<file path="src/rtl/sort_result_streamer.sv">
// Captures a settled sorter array and streams it out largest-first over a
// valid/ready handshake, flagging a timeout if the array never settles.
module sort_result_streamer #(
    parameter int unsigned WIDTH   = 8,
    parameter int unsigned DEPTH   = 5,
    parameter int unsigned TIMEOUT = 32
) (
    input  logic                   clk,
    input  logic                   rst,
    input  logic                   start,
    input  logic [WIDTH*DEPTH-1:0] in_data,
    output logic [WIDTH-1:0]       out_data,
    output logic                   out_valid,
    input  logic                   out_ready,
    output logic                   out_last,
    output logic                   busy,
    output logic                   done,
    output logic                   err
);

    localparam int unsigned IdxW = (DEPTH > 1) ? $clog2(DEPTH) : 1;
    localparam int unsigned CntW = (TIMEOUT > 1) ? $clog2(TIMEOUT) : 1;
    localparam logic [IdxW-1:0] IdxMax = IdxW'(DEPTH - 1);
    localparam logic [CntW-1:0] CntMax = CntW'(TIMEOUT - 1);

    localparam logic [1:0] StIdle   = 2'd0;
    localparam logic [1:0] StWait   = 2'd1;
    localparam logic [1:0] StStream = 2'd2;
    localparam logic [1:0] StFinish = 2'd3;

    logic [1:0]             state_q, state_d;
    logic [IdxW-1:0]        idx_q, idx_d;
    logic [CntW-1:0]        cnt_q, cnt_d;
    logic [WIDTH*DEPTH-1:0] buf_q, buf_d;
    logic [WIDTH*DEPTH-1:0] snap_q, snap_d;
    logic                   err_q, err_d;
    logic                   sorted;
    logic                   stable;

    always_comb begin
        sorted = 1'b1;
        for (int k = 1; k < int'(DEPTH); k++) begin
            if (in_data[k*WIDTH +: WIDTH] < in_data[(k-1)*WIDTH +: WIDTH]) begin
                sorted = 1'b0;
            end
        end
    end

    // Stable means sorted and identical to the previous cycle's sample.
    assign stable = sorted && (in_data == snap_q);

    always_comb begin
        state_d = state_q;
        idx_d   = idx_q;
        cnt_d   = cnt_q;
        buf_d   = buf_q;
        snap_d  = snap_q;
        err_d   = err_q;
        case (state_q)
            StIdle: begin
                if (start) begin
                    err_d   = 1'b0;
                    snap_d  = in_data;
                    cnt_d   = '0;
                    state_d = StWait;
                end
            end
            StWait: begin
                snap_d = in_data;
                if (cnt_q != CntMax) begin
                    cnt_d = cnt_q + CntW'(1);
                end
                if (stable) begin
                    buf_d   = in_data;
                    idx_d   = IdxMax;
                    state_d = StStream;
                end else if (cnt_q == CntMax) begin
                    err_d   = 1'b1;
                    state_d = StIdle;
                end
            end
            StStream: begin
                if (out_ready) begin
                    if (idx_q == '0) begin
                        state_d = StFinish;
                    end else begin
                        idx_d = idx_q - IdxW'(1);
                    end
                end
            end
            StFinish: state_d = StIdle;
            default:  state_d = StIdle;
        endcase
    end

    always_ff @(posedge clk or posedge rst) begin
        if (rst) begin
            state_q <= StIdle;
            idx_q   <= '0;
            cnt_q   <= '0;
            buf_q   <= '0;
            snap_q  <= '0;
            err_q   <= 1'b0;
        end else begin
            state_q <= state_d;
            idx_q   <= idx_d;
            cnt_q   <= cnt_d;
            buf_q   <= buf_d;
            snap_q  <= snap_d;
            err_q   <= err_d;
        end
    end

    always_comb begin
        out_valid = (state_q == StStream);
        out_last  = (state_q == StStream) && (idx_q == '0);
        out_data  = (state_q == StStream) ? buf_q[32'(idx_q)*WIDTH +: WIDTH] : '0;
        busy      = (state_q != StIdle);
        done      = (state_q == StFinish);
        err       = err_q;
    end

endmodule

</file>
<file path="config.mk">
export PLATFORM = sky130hd
export DESIGN_NAME = sort_result_streamer
export DESIGN_NICKNAME = d
export VERILOG_FILES = /design/src/rtl/sort_result_streamer.sv
export SDC_FILE = /design/constraint.sdc
export NUM_CORES = 1
export LEC_CHECK = 0
export CORE_MARGIN = 2
export CORE_UTILIZATION = 51
export CTS_CLUSTER_DIAMETER = 120
export CTS_CLUSTER_SIZE = 25
export DETAILED_ROUTE_END_ITERATION = 6
export GPL_TIMING_DRIVEN = 0
export MAX_ROUTING_LAYER = met4
export PLACE_DENSITY = 0.82
export SLEW_MARGIN = 10
export SYNTH_ARGS = -nofsm -noshare
export SYNTH_HDL_FRONTEND = slang
export SYNTH_SLANG_ARGS = --single-unit
</file>
<file path="constraint.sdc">
create_clock -name clk -period 3.35 [get_ports clk]
set_clock_uncertainty 0.2 [all_clocks]
set_input_delay 0.67 -clock clk [delete_from_list [all_inputs] [get_ports clk]]
set_output_delay 0.67 -clock clk [all_outputs]
set_load 0.005 [all_outputs]
</file>
==> key figures <==
Drt
  – Routed length on met3: 874 um
  – Routed WL: 12,700 um
  – Via count: 3,786
  – Vias per Instance: 5.81
  – Drt drc: 0
  – Met1 Wirelength: 5280 um
  – DR WL met2: 6100 um
  – DR WL/cell: 19.4 um
  – Starting DRT DRC Count: 272
  – Top Metal Used: met4
  – Post-route ant nets: 0
  – Pre-Repair DR Iteration Count: 5

Run
  – Max-cap violations: 0

Setup path
  – CP Capture Type: output pin
  – Crit path kind: reg2out
  – R2r setup slk: 0.59 ns
  – Crit-path max FO: 10
  – Data arrival, critical path: 2.39 ns
  – CP startpoint kind: flip-flop
  – Critical Path RT: 2.48 ns
  – Depth of the most critical reg-to-reg path: 8

Die
  – IO Pins: 57
  – Die area: 10,600 um2
  – Die height: 103 um
  – Starting Density: 51.6%
  – Chip width: 103 um
  – Core area: 9640 um2
  – FP Rows: 36

Finish
  – Area grow syn2layout: 20.8%
  – Layout cells sized above 1: 17.1%
  – Final instance area: 6010 um2
  – Fin util: 62.3%
  – Antenna diode count: 0
  – # nets final: 590

GRT
  – First-pass GRT wire length: 19,700 um
  – Total GRT Usage: 26.2%
  – Vias in the first global route: 3,678
  – Total gr overflow: 0
  – Antenna violations before repair: 0
  – Largest net degree at the start of global routing: 53

Hold path
  – Worst hold path class: reg2reg
  – Hold Crit Depth: 1

Placement
  – DP Worst Slack: -0.594 ns
  – DP HPWL: 9360 um
  – Placed Area: 5730 um2
  – GP Congestion: 0.887
  – Port Buffers: 56

STA
  – Slew headroom: 58.9%
  – Fin crit period: 3.26 ns
  – Slew Limit Fails: 0
  – Max frequency: 0.306 GHz
  – Tightest Pin Transition: 0.617 ns
  – Final setup viols: 0
  – Fin. Hold Viols: 0
  – Setup ws final: 0.0868 ns
  – Setup TNS: 0 ns
  – Fin crit share: 97.4%

Power
  – Worst vdd ir: 0.238 mV
  – P_leak: 0.00263 uW
  – Tot Pwr: 2610 uW
  – Pwr dens: 435 nW/um2

Logic synthesis
  – Post-Syn Nets: 519
  – Post-synth EDFFs: 0
  – Synth top area cells: dfrtp_1 (46%), mux2_2 (12%), ha_1 (8.1%)
  – Number of synthesis warnings: 0
  – Top-area cell type share of the netlist area: 45.8%
  – Yosys top cell by area: dfrtp_1
  – Register area share after synthesis: 45.8%
  – Async set-reset flop share out of synthesis: 100%
  – #FFs+latches synth: 91
  – Count of cell types in the netlist: 41
  – Cells after Synth: 443
  – Mapped Avg Cell Area: 11.2 um2
  – Synth Cell Area: 4970 um2
  – Top_reg_cell synth: dfrtp_1

Clock network
  – CTS sink cnt: 91
  – Root buf cell: clkbuf_8
  – CTS H-tree depth: 3
  – Clock buffer count from CTS: 9
  – CTS clock-pin slew for the worst setup and hold paths: 0.09 ns
  – Clock buffer depth: 2
  – Clock latency on the worst-skew pair: 0.37 ns
  – CTS tree: yes

Status
  – Status: finished clean
## placed cells by master, fill, tap and decap left out, drive strengths merged, types with 2 or more instances in the layout
cell type / n
o21ai: 36
o31ai: 3
buf: 11
clkinvlp: 2
nor4: 2
clkbuf: 22
ha: 32
nor3b: 2
o21a: 4
inv: 35
nand2: 35
mux2: 53
a21oi: 6
o211ai: 3
a211oi: 3
dfrtp: 91
o2111ai: 2
xnor2: 40
bufinv: 2
a22o: 6
mux4: 8
o32ai: 2
nand4: 14
a22oi: 8
nand3: 2
nor3: 6
nand2b: 5
a21o: 3
clkdlybuf4s50: 55
nor2: 15
## final cells by class
cell class	count	area [um2]
clock inverter	4	75.1
clock buffer	12	135
multi-input combinational	299	2480
buffer	16	97.6
tap	133	166
inverter	36	138
fill	791	3630
timing repair buffer	61	633
sequential	91	2280
## state kept, by name (all words and copies together) (netlist names), named ones only
name     flops
buf_q       40
snap_q      40
cnt_q        5
idx_q        3
err          1
state_q      1
## what timing repair did
action / CTS / global route
resized for setup: 5 / 3
endpoints found under the setup margin: 48 / 42
hold buffers: 0 / 0
setup buffers: 2 / 2
pin swaps: 1 / 3
## critical path, cell delays in order, from the launching register on
cell and delay [ns]:
dfrtp_1 0.40, clkinv_1 0.35, nor3_4 0.29, buf_4 0.21, a22oi_1 0.10, nor2_1 0.15, clkdlybuf4s50_1 0.53
## Yosys cell counts, drive strengths merged, types with 4 or more instances
cell type	count
o21a	4
nor3	6
a22o	6
mux4	8
dfrtp	91
xnor2	40
buf	6
clkbuf	11
inv	35
nand4	14
a22oi	8
nand2b	5
nand2	35
o21ai	36
nor2	15
a21oi	6
ha	32
mux2	53
## per-stage QoR
stage | hold WS [ns] | cells
final | 0.293 | 652
after CTS | 0.295 | 650
after global routing | 0.313 | 652
after detailed placement | 0.277 | 633
after floorplan | 0.252 | 443
after global placement | 0.266 | 632
## cells by family after synthesis
kind of cell / synth area share [%]
flops: 45.8
simple gates: 8.30
compound gates: 10.6
mux: 15.6
buf+inv: 4.60
xor+xnor: 7.04
fa+ha+maj: 8.05
## report_power, final
| part | switching [uW] | internal, uW | total (uW) |
|---|---|---|---|
| Combinational | 274 | 261 | 535 |
| Sequential | 80.5 | 1190 | 1270 |
| Clock | 384 | 422 | 805 |
## final timing paths
path,end,from
max reg2reg,buf_q[31]$_DFFE_PP0P_,snap_q[13]$_DFFE_PP0P_
max in group asynchronous,snap_q[34]$_DFFE_PP0P_,rst
min reg2reg,buf_q[9]$_DFFE_PP0P_,buf_q[9]$_DFFE_PP0P_
min,buf_q[9]$_DFFE_PP0P_,buf_q[9]$_DFFE_PP0P_
min in group asynchronous,buf_q[5]$_DFFE_PP0P_,rst
max,out_data[4],idx_q[2]$_DFFE_PP0P_
## layer usage
| metal | GRT usage, % | vias up |
|---|---|---|
| met5 | - | - |
| met1 | 34.9 | 1889 |
| met3 | 3.19 | 30 |
| li1 | - | 1709 |
| met4 | 10.1 | 0 |
| met2 | 41.5 | 158 |
(Power assumes the default switching activity.)
